===== src/rtl/cmu_if.sv =====
// Memory-side bus of the cache management unit: one word per request,
// completed by mem_ack_i.
interface cmu_if;
   logic        mem_cs_o;
   logic        mem_we_o;
   logic [31:0] mem_addr_o;
   logic [31:0] mem_data_o;
   logic [31:0] mem_data_i;
   logic        mem_ack_i;

   modport master (
      output mem_cs_o,
      output mem_we_o,
      output mem_addr_o,
      output mem_data_o,
      input  mem_data_i,
      input  mem_ack_i
   );

   modport slave (
      input  mem_cs_o,
      input  mem_we_o,
      input  mem_addr_o,
      input  mem_data_o,
      output mem_data_i,
      output mem_ack_i
   );
endinterface


===== src/rtl/cmu.sv =====
// Cache management unit: sequences CPU requests against a registered cache
// array, writes back dirty victims and refills lines from memory.
module cmu #(
   parameter int TAG_BITS        = 23,
   parameter int SET_INDEX_WIDTH = 5,
   parameter int LINE_WORDS      = 4
) (
   input  logic                clk,
   input  logic                rst,
   input  logic [31:0]         addr_rw,
   input  logic                en_r,
   input  logic                en_w,
   input  logic [2:0]          u_b_h_w,
   input  logic [31:0]         data_w,
   output logic [31:0]         data_r,
   output logic                stall,
   output logic [31:0]         cache_addr,
   output logic                cache_load,
   output logic                cache_store,
   output logic                cache_edit,
   output logic                cache_invalid,
   output logic [2:0]          cache_u_b_h_w,
   output logic [31:0]         cache_din,
   input  logic [31:0]         cache_dout,
   input  logic                cache_hit,
   input  logic                cache_valid,
   input  logic                cache_dirty,
   input  logic [TAG_BITS-1:0] cache_tag,
   cmu_if.master               mem
);

   localparam int WORD_W = $clog2(LINE_WORDS);
   localparam int IDX_LO = WORD_W + 2;
   localparam int TAG_LO = IDX_LO + SET_INDEX_WIDTH;
   localparam logic [WORD_W-1:0] LAST_W = WORD_W'(LINE_WORDS - 1);

   typedef enum logic [2:0] {IDLE, CHECK, BACK, FILL, WAIT} state_t;

   state_t                     state, state_nx;
   logic [WORD_W-1:0]          w;
   logic                       ph_b;        // 0: phase A (array read), 1: phase B (memory write)
   logic [31:0]                req_addr;
   logic [2:0]                 req_ubhw;
   logic [31:0]                req_data;
   logic                       req_we;
   logic [TAG_BITS-1:0]        victim_tag;

   logic                       req_in;
   logic [SET_INDEX_WIDTH-1:0] req_idx;
   logic [TAG_BITS-1:0]        req_tag;
   logic [31:0]                fill_addr;
   logic [31:0]                wb_addr;
   logic [31:0]                back_addr;

   assign req_in    = en_r | en_w;
   assign req_idx   = req_addr[IDX_LO +: SET_INDEX_WIDTH];
   assign req_tag   = req_addr[TAG_LO +: TAG_BITS];
   assign fill_addr = {req_tag, req_idx, w, 2'b00};
   assign wb_addr   = {victim_tag, req_idx, w, 2'b00};
   // The array is indexed by set and word only when reading out the victim.
   assign back_addr = {{TAG_BITS{1'b0}}, req_idx, w, 2'b00};

   // State register.
   always_ff @(posedge clk) begin
      if (rst) state <= IDLE;
      else     state <= state_nx;
   end

   // Request latch, victim tag capture and the per-line word counter.
   always_ff @(posedge clk) begin
      if (rst) begin
         w          <= '0;
         ph_b       <= 1'b0;
         req_addr   <= '0;
         req_ubhw   <= '0;
         req_data   <= '0;
         req_we     <= 1'b0;
         victim_tag <= '0;
      end else begin
         case (state)
            IDLE: begin
               if (req_in) begin
                  req_addr <= addr_rw;
                  req_ubhw <= u_b_h_w;
                  req_data <= data_w;
                  req_we   <= en_w;
               end
            end
            CHECK: begin
               w    <= '0;
               ph_b <= 1'b0;
               if (!cache_hit && cache_valid && cache_dirty) victim_tag <= cache_tag;
            end
            BACK: begin
               if (!ph_b) begin
                  ph_b <= 1'b1;
               end else if (mem.mem_ack_i) begin
                  ph_b <= 1'b0;
                  w    <= w + WORD_W'(1);
               end
            end
            FILL: begin
               if (mem.mem_ack_i) w <= w + WORD_W'(1);
            end
            default: ;
         endcase
      end
   end

   // Next-state selection.
   always_comb begin
      state_nx = state;
      case (state)
         IDLE:  if (req_in) state_nx = CHECK;
         CHECK: begin
            if (cache_hit)                      state_nx = IDLE;
            else if (cache_valid && cache_dirty) state_nx = BACK;
            else                                 state_nx = FILL;
         end
         BACK:  if (ph_b && mem.mem_ack_i && w == LAST_W) state_nx = FILL;
         FILL:  if (mem.mem_ack_i && w == LAST_W)         state_nx = WAIT;
         WAIT:  state_nx = CHECK;
         default: state_nx = IDLE;
      endcase
   end

   // Cache array, CPU and memory outputs decoded from the current state.
   always_comb begin
      data_r         = '0;
      stall          = 1'b0;
      cache_addr     = '0;
      cache_load     = 1'b0;
      cache_store    = 1'b0;
      cache_edit     = 1'b0;
      cache_invalid  = 1'b0;
      cache_u_b_h_w  = '0;
      cache_din      = '0;
      mem.mem_cs_o   = 1'b0;
      mem.mem_we_o   = 1'b0;
      mem.mem_addr_o = '0;
      mem.mem_data_o = '0;
      case (state)
         IDLE: begin
            cache_u_b_h_w = u_b_h_w;
            cache_din     = data_w;
            if (req_in) begin
               stall      = 1'b1;
               cache_addr = addr_rw;
               cache_load = en_r & ~en_w;
               cache_edit = en_w;
            end
         end
         CHECK: begin
            cache_addr    = req_addr;
            cache_u_b_h_w = req_ubhw;
            stall         = ~cache_hit;
            if (cache_hit && !req_we) data_r = cache_dout;
         end
         BACK: begin
            stall      = 1'b1;
            cache_addr = back_addr;
            if (ph_b) begin
               mem.mem_cs_o   = 1'b1;
               mem.mem_we_o   = 1'b1;
               mem.mem_addr_o = wb_addr;
               mem.mem_data_o = cache_dout;
            end
         end
         FILL: begin
            stall          = 1'b1;
            mem.mem_cs_o   = 1'b1;
            mem.mem_addr_o = fill_addr;
            cache_addr     = fill_addr;
            cache_din      = mem.mem_data_i;
            cache_store    = mem.mem_ack_i;
         end
         WAIT: begin
            stall         = 1'b1;
            cache_addr    = req_addr;
            cache_load    = ~req_we;
            cache_edit    = req_we;
            cache_u_b_h_w = req_ubhw;
            cache_din     = req_data;
         end
         default: ;
      endcase
   end

endmodule

===== src/flat_wrapper.sv =====
// flat-port wrapper written by rule: the top's interface ports become plain ports
module cmu_flat 
#(
   parameter int TAG_BITS        = 23,
   parameter int SET_INDEX_WIDTH = 5,
   parameter int LINE_WORDS      = 4
)
  (clk, rst, addr_rw, en_r, en_w, u_b_h_w, data_w, data_r, stall, cache_addr, cache_load, cache_store, cache_edit, cache_invalid, cache_u_b_h_w, cache_din, cache_dout, cache_hit, cache_valid, cache_dirty, cache_tag, mem_mem_cs_o, mem_mem_we_o, mem_mem_addr_o, mem_mem_data_o, mem_mem_data_i, mem_mem_ack_i);
  cmu_if mem_i ();
  input  logic clk;
  input  logic rst;
  input  logic [31:0] addr_rw;
  input  logic en_r;
  input  logic en_w;
  input  logic [2:0] u_b_h_w;
  input  logic [31:0] data_w;
  output logic [31:0] data_r;
  output logic stall;
  output logic [31:0] cache_addr;
  output logic cache_load;
  output logic cache_store;
  output logic cache_edit;
  output logic cache_invalid;
  output logic [2:0] cache_u_b_h_w;
  output logic [31:0] cache_din;
  input  logic [31:0] cache_dout;
  input  logic cache_hit;
  input  logic cache_valid;
  input  logic cache_dirty;
  input  logic [TAG_BITS-1:0] cache_tag;
  output wire logic [$bits(mem_i.mem_cs_o)-1:0] mem_mem_cs_o;
  output wire logic [$bits(mem_i.mem_we_o)-1:0] mem_mem_we_o;
  output wire logic [$bits(mem_i.mem_addr_o)-1:0] mem_mem_addr_o;
  output wire logic [$bits(mem_i.mem_data_o)-1:0] mem_mem_data_o;
  input wire logic [$bits(mem_i.mem_data_i)-1:0] mem_mem_data_i;
  input wire logic [$bits(mem_i.mem_ack_i)-1:0] mem_mem_ack_i;
  assign mem_mem_cs_o = mem_i.mem_cs_o;
  assign mem_mem_we_o = mem_i.mem_we_o;
  assign mem_mem_addr_o = mem_i.mem_addr_o;
  assign mem_mem_data_o = mem_i.mem_data_o;
  assign mem_i.mem_data_i = mem_mem_data_i;
  assign mem_i.mem_ack_i = mem_mem_ack_i;
  cmu #(.TAG_BITS(TAG_BITS), .SET_INDEX_WIDTH(SET_INDEX_WIDTH), .LINE_WORDS(LINE_WORDS)) u_core (.clk(clk), .rst(rst), .addr_rw(addr_rw), .en_r(en_r), .en_w(en_w), .u_b_h_w(u_b_h_w), .data_w(data_w), .data_r(data_r), .stall(stall), .cache_addr(cache_addr), .cache_load(cache_load), .cache_store(cache_store), .cache_edit(cache_edit), .cache_invalid(cache_invalid), .cache_u_b_h_w(cache_u_b_h_w), .cache_din(cache_din), .cache_dout(cache_dout), .cache_hit(cache_hit), .cache_valid(cache_valid), .cache_dirty(cache_dirty), .cache_tag(cache_tag), .mem(mem_i));
endmodule

===== config.mk =====
export PLATFORM = sky130hd
export DESIGN_NAME = cmu_flat
export DESIGN_NICKNAME = d
export VERILOG_FILES = /design/src/rtl/cmu_if.sv /design/src/rtl/cmu.sv /design/src/flat_wrapper.sv
export SDC_FILE = /design/constraint.sdc
export NUM_CORES = 1
export LEC_CHECK = 0
export ABC_AREA = 1
export BUFFER_PORTS_ARGS = -buffer_cell sky130_fd_sc_hd__buf_2
export CELL_PAD_IN_SITES_DETAIL_PLACEMENT = 1
export CELL_PAD_IN_SITES_GLOBAL_PLACEMENT = 1
export CORE_ASPECT_RATIO = 0.5
export CORE_UTILIZATION = 25
export CTS_CLUSTER_DIAMETER = 80
export DETAILED_ROUTE_END_ITERATION = 10
export PLACE_DENSITY_LB_ADDON = 0.1
export SLEW_MARGIN = 20
export SYNTH_ARGS = -nofsm -noshare
export SYNTH_HDL_FRONTEND = slang
export SYNTH_SLANG_ARGS = --single-unit
export TNS_END_PERCENT = 50

===== constraint.sdc =====
create_clock -name clk -period 2.1 [get_ports clk]
set_input_delay 0.315 -clock clk [delete_from_list [all_inputs] [get_ports clk]]
set_output_delay 0.315 -clock clk [all_outputs]
set_load 0.01 [all_outputs]

# ---- After elaboration in Yosys (flattened, before gate mapping)
# Cells that the tools add are included.
dict set report word_totals {
  wordCells 73
  regBits 97
  out_inout_bits 170
}
dict set report op_classes {
  add_sub_neg 1
  mux 32
  n_reduce_logical 18
  bitwise 5
  eq_ne 9
}
# op count
set op_table {}
lappend op_table {{two-way mux 32 bit} 6}
lappend op_table {{one-hot mux 32 bit (4 select lines)} 1}
lappend op_table {{one-hot mux 32 bit (3 select lines)} 1}
lappend op_table {{one-hot mux 32 bit (2 select lines)} 1}
lappend op_table {{one-hot mux 3 bit (5 select lines)} 1}
lappend op_table {{two-way mux 3 bit} 4}
lappend op_table {{two-way mux 1 bit} 9}
lappend op_table {{!= test 2 x 1 -> 1 bit (second input constant)} 4}
lappend op_table {{one-hot mux 1 bit (2 select lines)} 4}
lappend op_table {{logical AND 1 bit} 7}
lappend op_table {{equality test 3 x 2 -> 1 bit (second input constant)} 2}
lappend op_table {{one-hot mux 2 bit (3 select lines)} 1}
lappend op_table {{one-hot mux 3 bit (2 select lines)} 1}
lappend op_table {{AND reduction 2 bit} 3}
lappend op_table {{two-way mux 2 bit} 2}
lappend op_table {{equality test 3 x 1 -> 1 bit (second input constant)} 1}
lappend op_table {{equality test 3 bit (second input constant)} 1}
lappend op_table {{zero test 3 bit} 1}
lappend op_table {{NOT 1 bit} 3}
lappend op_table {{one-hot mux 1 bit (3 select lines)} 1}
lappend op_table {{AND reduction 3 bit} 1}
lappend op_table {{nonzero test 3 bit} 1}
lappend op_table {{OR reduction 3 bit} 1}
lappend op_table {{adder 2 x 1 -> 2 bit (second input constant)} 1}
lappend op_table {{6 further kinds} 7}

# ---- Depth between registers and ports, before layout
# Gate-level depths: netlist of the first run.
dict set report logic_depth {
  word_depth 4
  mapped_depth 9
  depth_no_buf 7
}

# ---- Least setup slack after synthesis of the first run
# Ideal clock, no wire load.
dict set report synth_path {
  path_kind {register to output}
  from {register u_core.state[0]}
  to {output port cache_addr[11]}
  required_time_ns 1.785
  n_path_buf 2
  arrival_ns 1.343
  stages_incl_launch_ff 8
  slack_ns 0.442
  path_cell_list {dfxtp_1 -> buf_4 -> nor2_8 -> nand2_1 -> nand2_2 -> nor2_2 -> buf_2 -> o21ai_0}
}
dict set report synth_between {
  elab_chain_cells 3
}
# element line_no
set synth_lines {}
lappend synth_lines {{start, declared} cmu.sv:39} ;# state_t state, state_nx;
lappend synth_lines {{start signal, assigned} cmu.sv:66} ;# else state <= state_nx;
lappend synth_lines {{equality test 3 bit / equality test 3 x 1 -> 1 bit (equally long branches)} cmu.sv:142} ;# case (state)
lappend synth_lines {{OR reduction 2 bit (no line)} n/a}
lappend synth_lines {{one-hot mux 32 bit (4 select lines) (*)} cmu.sv:142}
lappend synth_lines {{end, declared} flat_wrapper.sv:19} ;# output logic [31:0] cache_addr;
# Mark *: on every way between the ends. The rest lies on a longest branch, timed or not.

# ---- Worst setup path after layout of the first run
dict set report layout_path {
  from {register u_core.state[0]}
  to {output port cache_addr[17]}
}
# The elaborated chain is that of the path after synthesis.

==> impl_metrics.env, run 1 <==
export IMPL_yosys_warnings=0
export IMPL_p_leak_nw=4.13
export IMPL_rsz0062_at_grt="true"
export IMPL_syn_avg_cell_area_um2=6.16
export IMPL_cp_max_fo=6
export IMPL_status="complete, but fails checks"
export IMPL_setup_viol=4
export IMPL_synth_compound_area_share_pct=14.0
export IMPL_fin_area_um2=7930
export IMPL_postPlaceCellArea_um2=7270
export IMPL_violations="negative setup slack"
export IMPL_p_total_mw=9.53
export IMPL_arrival_ns=1.80
export IMPL_ys_seq_area_share_pct=36.5
export IMPL_switching_share_pct=45.4
export IMPL_crit_required_ns=1.78
export IMPL_area_delta_synth_final_pct=48.9
export IMPL_intPower_mw=5.20
export IMPL_p_seq_share_pct=26.6
export IMPL_cts_buffer_depth=2
export IMPL_grt_usage_pct=19.8
export IMPL_io_buffer_count=328
export IMPL_power_frac_clock_pct=17.2
export IMPL_cpPeakStageDelay_ns=0.39
export IMPL_ys_ff_latch=97
export IMPL_cp_start_kind="flop"
export IMPL_antenna_found_initial=2
export IMPL_grt_max_degree=71
export IMPL_drive_above_1_share_pct=36.1
export IMPL_cp_common_cell="buf_12"
export IMPL_wirelength_um=23000
export IMPL_cpMaxStageDelayCell="dfxtp_4"
export IMPL_layout_nets=1345
export IMPL_synthAdderAreaFrac_pct=0.235
export IMPL_p_comb_share_pct=56.2
export IMPL_cp_buffers_inverters=4
export IMPL_critPathTopFamily="buffers and inverters"
export IMPL_dieWidth_um=208
export IMPL_path_class="reg2out"
export IMPL_yosysTopAreaCell="dfxtp_1"
export IMPL_row_count=37
export IMPL_grt_pass1_vias=6740
export IMPL_core_um2=20700
export IMPL_synth_top_family_by_area="simple AND/OR/NAND/NOR gates"
export IMPL_cap_viol_max_count=0
export IMPL_skew_ns=0.00757
export IMPL_irDropWorstVdd_mv=0.648
export IMPL_final_antenna_net_count=0
export IMPL_yosys_top_cells_area="dfxtp_1 36%, nand2_1 18%, nand3_1 7.1%, nor2_1 7.1%, o21ai_0 6.8%"
export IMPL_io_pins=332
export IMPL_power_density_nw_per_um2=1200
export IMPL_cts_tree="yes"
export IMPL_drc_errors=0
export IMPL_drv_slew=0
export IMPL_layout_commonest_cell="buf_2"
export IMPL_crit_chain="nor2_8 > nand2_4 > nor2_4 > buf_12 > buf_12 > clkbuf_16 > nand2_2 > o21ai_1 > buf_2"
export IMPL_cts_sinks=97
export IMPL_crit_path_end_kind="output pin"
export IMPL_postCtsHoldBufs=0
export IMPL_final_setup_tns_ns=-0.0327
export IMPL_p_sw_mw=4.33
export IMPL_drtPass1Iterations=5
export IMPL_finalHoldViolations=0
export IMPL_grt_pass1_wl_um=34900
export IMPL_synth_xor_area_share_pct=0
export IMPL_min_period_ns=2.12
export IMPL_die_area_um2=21900
export IMPL_yosys_area_share_simple_pct=37.8
export IMPL_htree_levels=3
export IMPL_root_buffer="clkbuf_16"
export IMPL_fin_crit_sh_pct=101
export IMPL_avgViaCountPerCell=4.62
export IMPL_initial_core_util_pct=25.7
export IMPL_mostFrequentLayoutCells="327 x buf_2, 240 x nand2_1, 99 x nor2_1, 94 x dfxtp_1, 72 x nand3_1"
export IMPL_synthMuxAreaShare_pct=0
export IMPL_insertion_delay_ns=0.35
export IMPL_numCtsBuffers=9
export IMPL_synth_cells=864
export IMPL_place_gp_congestion=0.777
export IMPL_worst_hold_slack_ns=0.185
export IMPL_die_y_um=105
export IMPL_dpl_hpwl_um=16500
export IMPL_synthDistinctLibCells=24
export IMPL_synth_top_area_share_pct=36.5
export IMPL_path_clk_slew_ns=0.07
export IMPL_fmaxAchievable_mhz=472
export IMPL_vias=6743
export IMPL_post_drt_wl_per_cell_um=15.7
export IMPL_hold_class="in2reg"
export IMPL_synth_area_um2=5320
export IMPL_overflow=0
export IMPL_fin_ws_ns=-0.0170
export IMPL_first_iter_violations=369
## power groups by stage
stage / clock (mW) / combinational [mW] / sequential (mW)
after floorplan: 0 / 2.98 / 2.43
after global placement: 0 / 4.70 / 2.52
after detailed placement: 0 / 4.75 / 2.55
after CTS: 1.71 / 4.79 / 2.52
after global routing: 1.80 / 5.90 / 2.58
final: 1.64 / 5.36 / 2.53
## worst min-delay path, stage by stage
cell	delay, ns
buf_2	0.08
nor2_1	0.04
nor2_1	0.08
## timing repair
| item | CTS | global route |
|---|---|---|
| setup endpoints to repair | 158 | 62 |
| cloned | 0 | 5 |
| pin swaps | 0 | 5 |
| setup buffers | 0 | 10 |
| hold endpoints to repair | 0 | 0 |
| resized for setup | 12 | 59 |
## final timing paths
kind                       start  slack, ns               endpoint  cells past startpoint
max              u_core.state[0]      -0.02         cache_addr[17]                      9
min                cache_tag[22]       0.18  u_core.victim_tag[22]                      3
max reg2reg      u_core.state[2]       0.30   u_core.victim_tag[9]                      9
min reg2reg  u_core.req_data[27]       0.46    u_core.req_data[27]                      2
## layout make-up
type                    count  area (um^2)
diodes                      1         2.50
well taps                 273          342
fillers                  2759        12800
multi-input cells         631         2900
clock buffers              13          270
flip-flops and latches     97         1950
clock inverters             3         23.8
repair buffers            366         2140
inverters                  77          297
## Yosys cell counts
| library cell | n |
|---|---|
| nand2_1 | 256 |
| nor2_1 | 101 |
| dfxtp_1 | 97 |
| nand3_1 | 76 |
| o21ai_0 | 72 |
| inv_1 | 71 |
| a21oi_1 | 70 |
| nor3_1 | 33 |
| clkbuf_1 | 28 |
| buf_2 | 18 |
| buf_4 | 8 |
| inv_2 | 6 |
| buf_6 | 5 |
| nand2_2 | 4 |
| nor2_2 | 4 |
| o21ai_1 | 4 |
| buf_1 | 2 |
| nor2_8 | 2 |
| o211ai_1 | 2 |
| conb_1 | 1 |
| ha_1 | 1 |
| nand3_4 | 1 |
| nand3b_1 | 1 |
| nor2_4 | 1 |
## state kept, by name (all words and copies together) (netlist names)
register,flops
u_core.req_ubhw,3
u_core.w,2
u_core.state,3
u_core.req_data,32
u_core.req_we,1
u_core.victim_tag,23
u_core.req_addr,32
u_core.ph_b,1
## cells by family after synthesis
group,after synthesis
AND/OR/NAND/NOR,479
other,1
flip-flops,97
AO/OA/AOI/OAI,148
buffers and inverters,138
adder cells (fa/ha/maj),1
## layer usage
metal,GRT usage [%],vias up,wire [um]
met5,0,-,13
met4,3.12,2,140
met3,5.23,13,1210
met2,34.8,155,11100
met1,24.6,3206,10500
li1,-,3367,-
## through the flow
stage,setup slack (ns),util (%),std cells
after floorplan,0.442,-,866
after global placement,0.0816,35.1,1429
after detailed placement,0.0726,35.1,1429
after CTS,0.0138,36.7,1445
after global routing,-0.0849,38.3,1460
final,-0.0170,38.3,1461
Power figures use the tool's default switching activity.
==> inputs of run 2 (changes only) <==
--- a/config.mk
+++ b/config.mk
@@ -18,4 +18,3 @@
 export SYNTH_ARGS = -nofsm -noshare
 export SYNTH_HDL_FRONTEND = slang
 export SYNTH_SLANG_ARGS = --single-unit
-export TNS_END_PERCENT = 50
==> run 2 against run 1 <==
Compared with the run above: the run still ends with negative setup slack left; final area grew 0.92%; critical path depth is the same; maximum frequency grew 0.68%; non-clock buffer count grew 3; utilization grew 0.35 points; critical path type unchanged.
==> impl_metrics.env, run 2 (synthesized netlist as in run 1, its figures left out) <==
export IMPL_status="complete, but fails checks"
export IMPL_violations="negative setup slack"
export IMPL_vias=6784
export IMPL_first_iter_violations=339
export IMPL_cp_common_cell="buf_12"
export IMPL_finish_utilization_pct=38.7
export IMPL_drc_errors=0
export IMPL_overflow=0
export IMPL_path_clk_slew_ns=0.07
export IMPL_intPower_mw=5.36
export IMPL_skew_ns=0.00758
export IMPL_critPathTopFamily="buffers and inverters"
export IMPL_drive_above_1_share_pct=36.3
export IMPL_power_density_nw_per_um2=1220
export IMPL_power_frac_clock_pct=16.8
export IMPL_min_period_ns=2.10
export IMPL_rsz0062_at_grt="true"
export IMPL_postCtsHoldBufs=0
export IMPL_p_seq_share_pct=25.8
export IMPL_irDropWorstVdd_mv=0.662
export IMPL_io_buffer_count=328
export IMPL_io_pins=332
export IMPL_hold_class="in2reg"
export IMPL_setup_viol=1
export IMPL_die_area_um2=21900
export IMPL_fmaxAchievable_mhz=476
export IMPL_path_class="reg2out"
export IMPL_arrival_ns=1.79
export IMPL_grt_pass1_wl_um=34900
export IMPL_grt_pass1_vias=6740
export IMPL_htree_levels=3
export IMPL_fin_crit_sh_pct=100
export IMPL_dp_slack_ns=0.0726
export IMPL_final_antenna_net_count=0
export IMPL_initial_core_util_pct=25.7
export IMPL_crit_path_end_kind="output pin"
export IMPL_finalHoldViolations=0
export IMPL_p_leak_nw=4.16
export IMPL_cp_max_fo=6
export IMPL_dpl_hpwl_um=16500
export IMPL_r2r_cells=9
export IMPL_numCtsBuffers=9
export IMPL_drv_slew=0
export IMPL_row_count=37
export IMPL_reg_top3="u_core.req_addr (32), u_core.req_data (32), u_core.victim_tag (23)"
export IMPL_cp_num_cells=9
export IMPL_root_buffer="clkbuf_16"
export IMPL_drtPass1Iterations=4
export IMPL_cp_start_kind="flop"
export IMPL_ff2ff_setup_slack_ns=0.29
export IMPL_crit_chain="nor2_8 > nand2_4 > nor2_4 > buf_12 > buf_12 > clkbuf_16 > nand2_2 > o21ai_1 > buf_2"
export IMPL_cpMaxStageDelayCell="dfxtp_4"
export IMPL_crit_required_ns=1.78
export IMPL_placed_cells=1429
export IMPL_grt_max_degree=71
export IMPL_cts_sinks=97
export IMPL_mostFrequentLayoutCells="328 x buf_2, 241 x nand2_1, 99 x nor2_1, 94 x dfxtp_1, 75 x nand3_1"
export IMPL_antenna_found_initial=2
export IMPL_insertion_delay_ns=0.35
export IMPL_p_comb_share_pct=57.4
export IMPL_core_um2=20700
export IMPL_grt_usage_pct=19.8
export IMPL_holdPathStages=3
export IMPL_wirelength_um=23300
export IMPL_finalNonFillerCells=1464
export IMPL_cp_buffers_inverters=4
export IMPL_fin_ws_ns=-0.00268
export IMPL_dieWidth_um=208
export IMPL_place_gp_congestion=0.777
export IMPL_area_delta_synth_final_pct=50.2
export IMPL_switching_share_pct=45.3
export IMPL_layout_commonest_cell="buf_2"
export IMPL_cap_viol_max_count=0
export IMPL_die_y_um=105
export IMPL_cts_tree="yes"
export IMPL_cts_buffer_depth=2
export IMPL_p_sw_mw=4.43
export IMPL_avgViaCountPerCell=4.63
export IMPL_layout_nets=1348
export IMPL_post_drt_wl_per_cell_um=15.9
export IMPL_cpPeakStageDelay_ns=0.38
[run 2: cell types whose count changed in the layout (fill, tap and decap cells not counted), moves of 2 or more]
cell       delta
o21ai_0       -4
o21ai_2       +4
nand3_1       +3
nand3_2       -3
clkbuf_16     +2
nand2_2       -2
[run 2: what timing repair did]
action                     4_1_cts  5_1_grt
resized for setup               12       65
gates cloned                     0        7
setup endpoints to repair      158       62
pin swaps                        0        5
hold endpoints to repair         0        0
buffers inserted                 0       11
[run 2: power groups by stage]
| stage | clock, mW | combinational, mW | sequential [mW] |
|---|---|---|---|
| 2_1_floorplan | 0 | 2.98 | 2.43 |
| 3_3_place_gp | 0 | 4.70 | 2.52 |
| 3_5_place_dp | 0 | 4.75 | 2.55 |
| 4_1_cts | 1.71 | 4.79 | 2.52 |
| 5_1_grt | 1.80 | 6.15 | 2.57 |
| 6_report | 1.64 | 5.62 | 2.53 |
[run 2: path summary, 6_finish.rpt]
check                            from                     to
setup / recovery      u_core.state[0]         cache_addr[17]
hold / removal          cache_tag[22]  u_core.victim_tag[22]
setup reg to reg      u_core.state[2]   u_core.victim_tag[9]
hold reg to reg   u_core.req_data[27]    u_core.req_data[27]
[run 2: area by class of cell]
class	instances	area, um^2
Fill cell	2757	12700
Antenna cell	1	2.50
Tap cell	273	342
Timing Repair Buffer	369	2210
Sequential cell	97	1950
Clock buffer	13	270
Clock inverter	3	23.8
Multi-Input combinational cell	631	2900
Inverter	77	299
[run 2: routing by layer]
layer  share of wire [%]  global-route usage (%)
met4                0.61                    3.12
met2                  48                    34.8
met5               0.056                       0
met1                  46                    24.6
met3                 5.0                    5.23
[run 2: worst reg2reg max path, delay by kind of cell, from the launching register on]
family	cells	cell delay [ns]
DFF	1	0.37
buffers and inverters	5	0.80
and+or+nand+nor	4	0.53
[run 2: per-stage QoR]
step	hold WS (ns)	cell area, um^2	total power [mW]	TNS, ns
after floorplan	0.439	5330	5.42	0
after global placement	0.448	7270	7.22	0
after detailed placement	0.452	7270	7.30	0
after CTS	0.171	7590	9.02	0
after global routing	0.182	8000	10.5	-0.615
final	0.184	8000	9.79	-0.00268
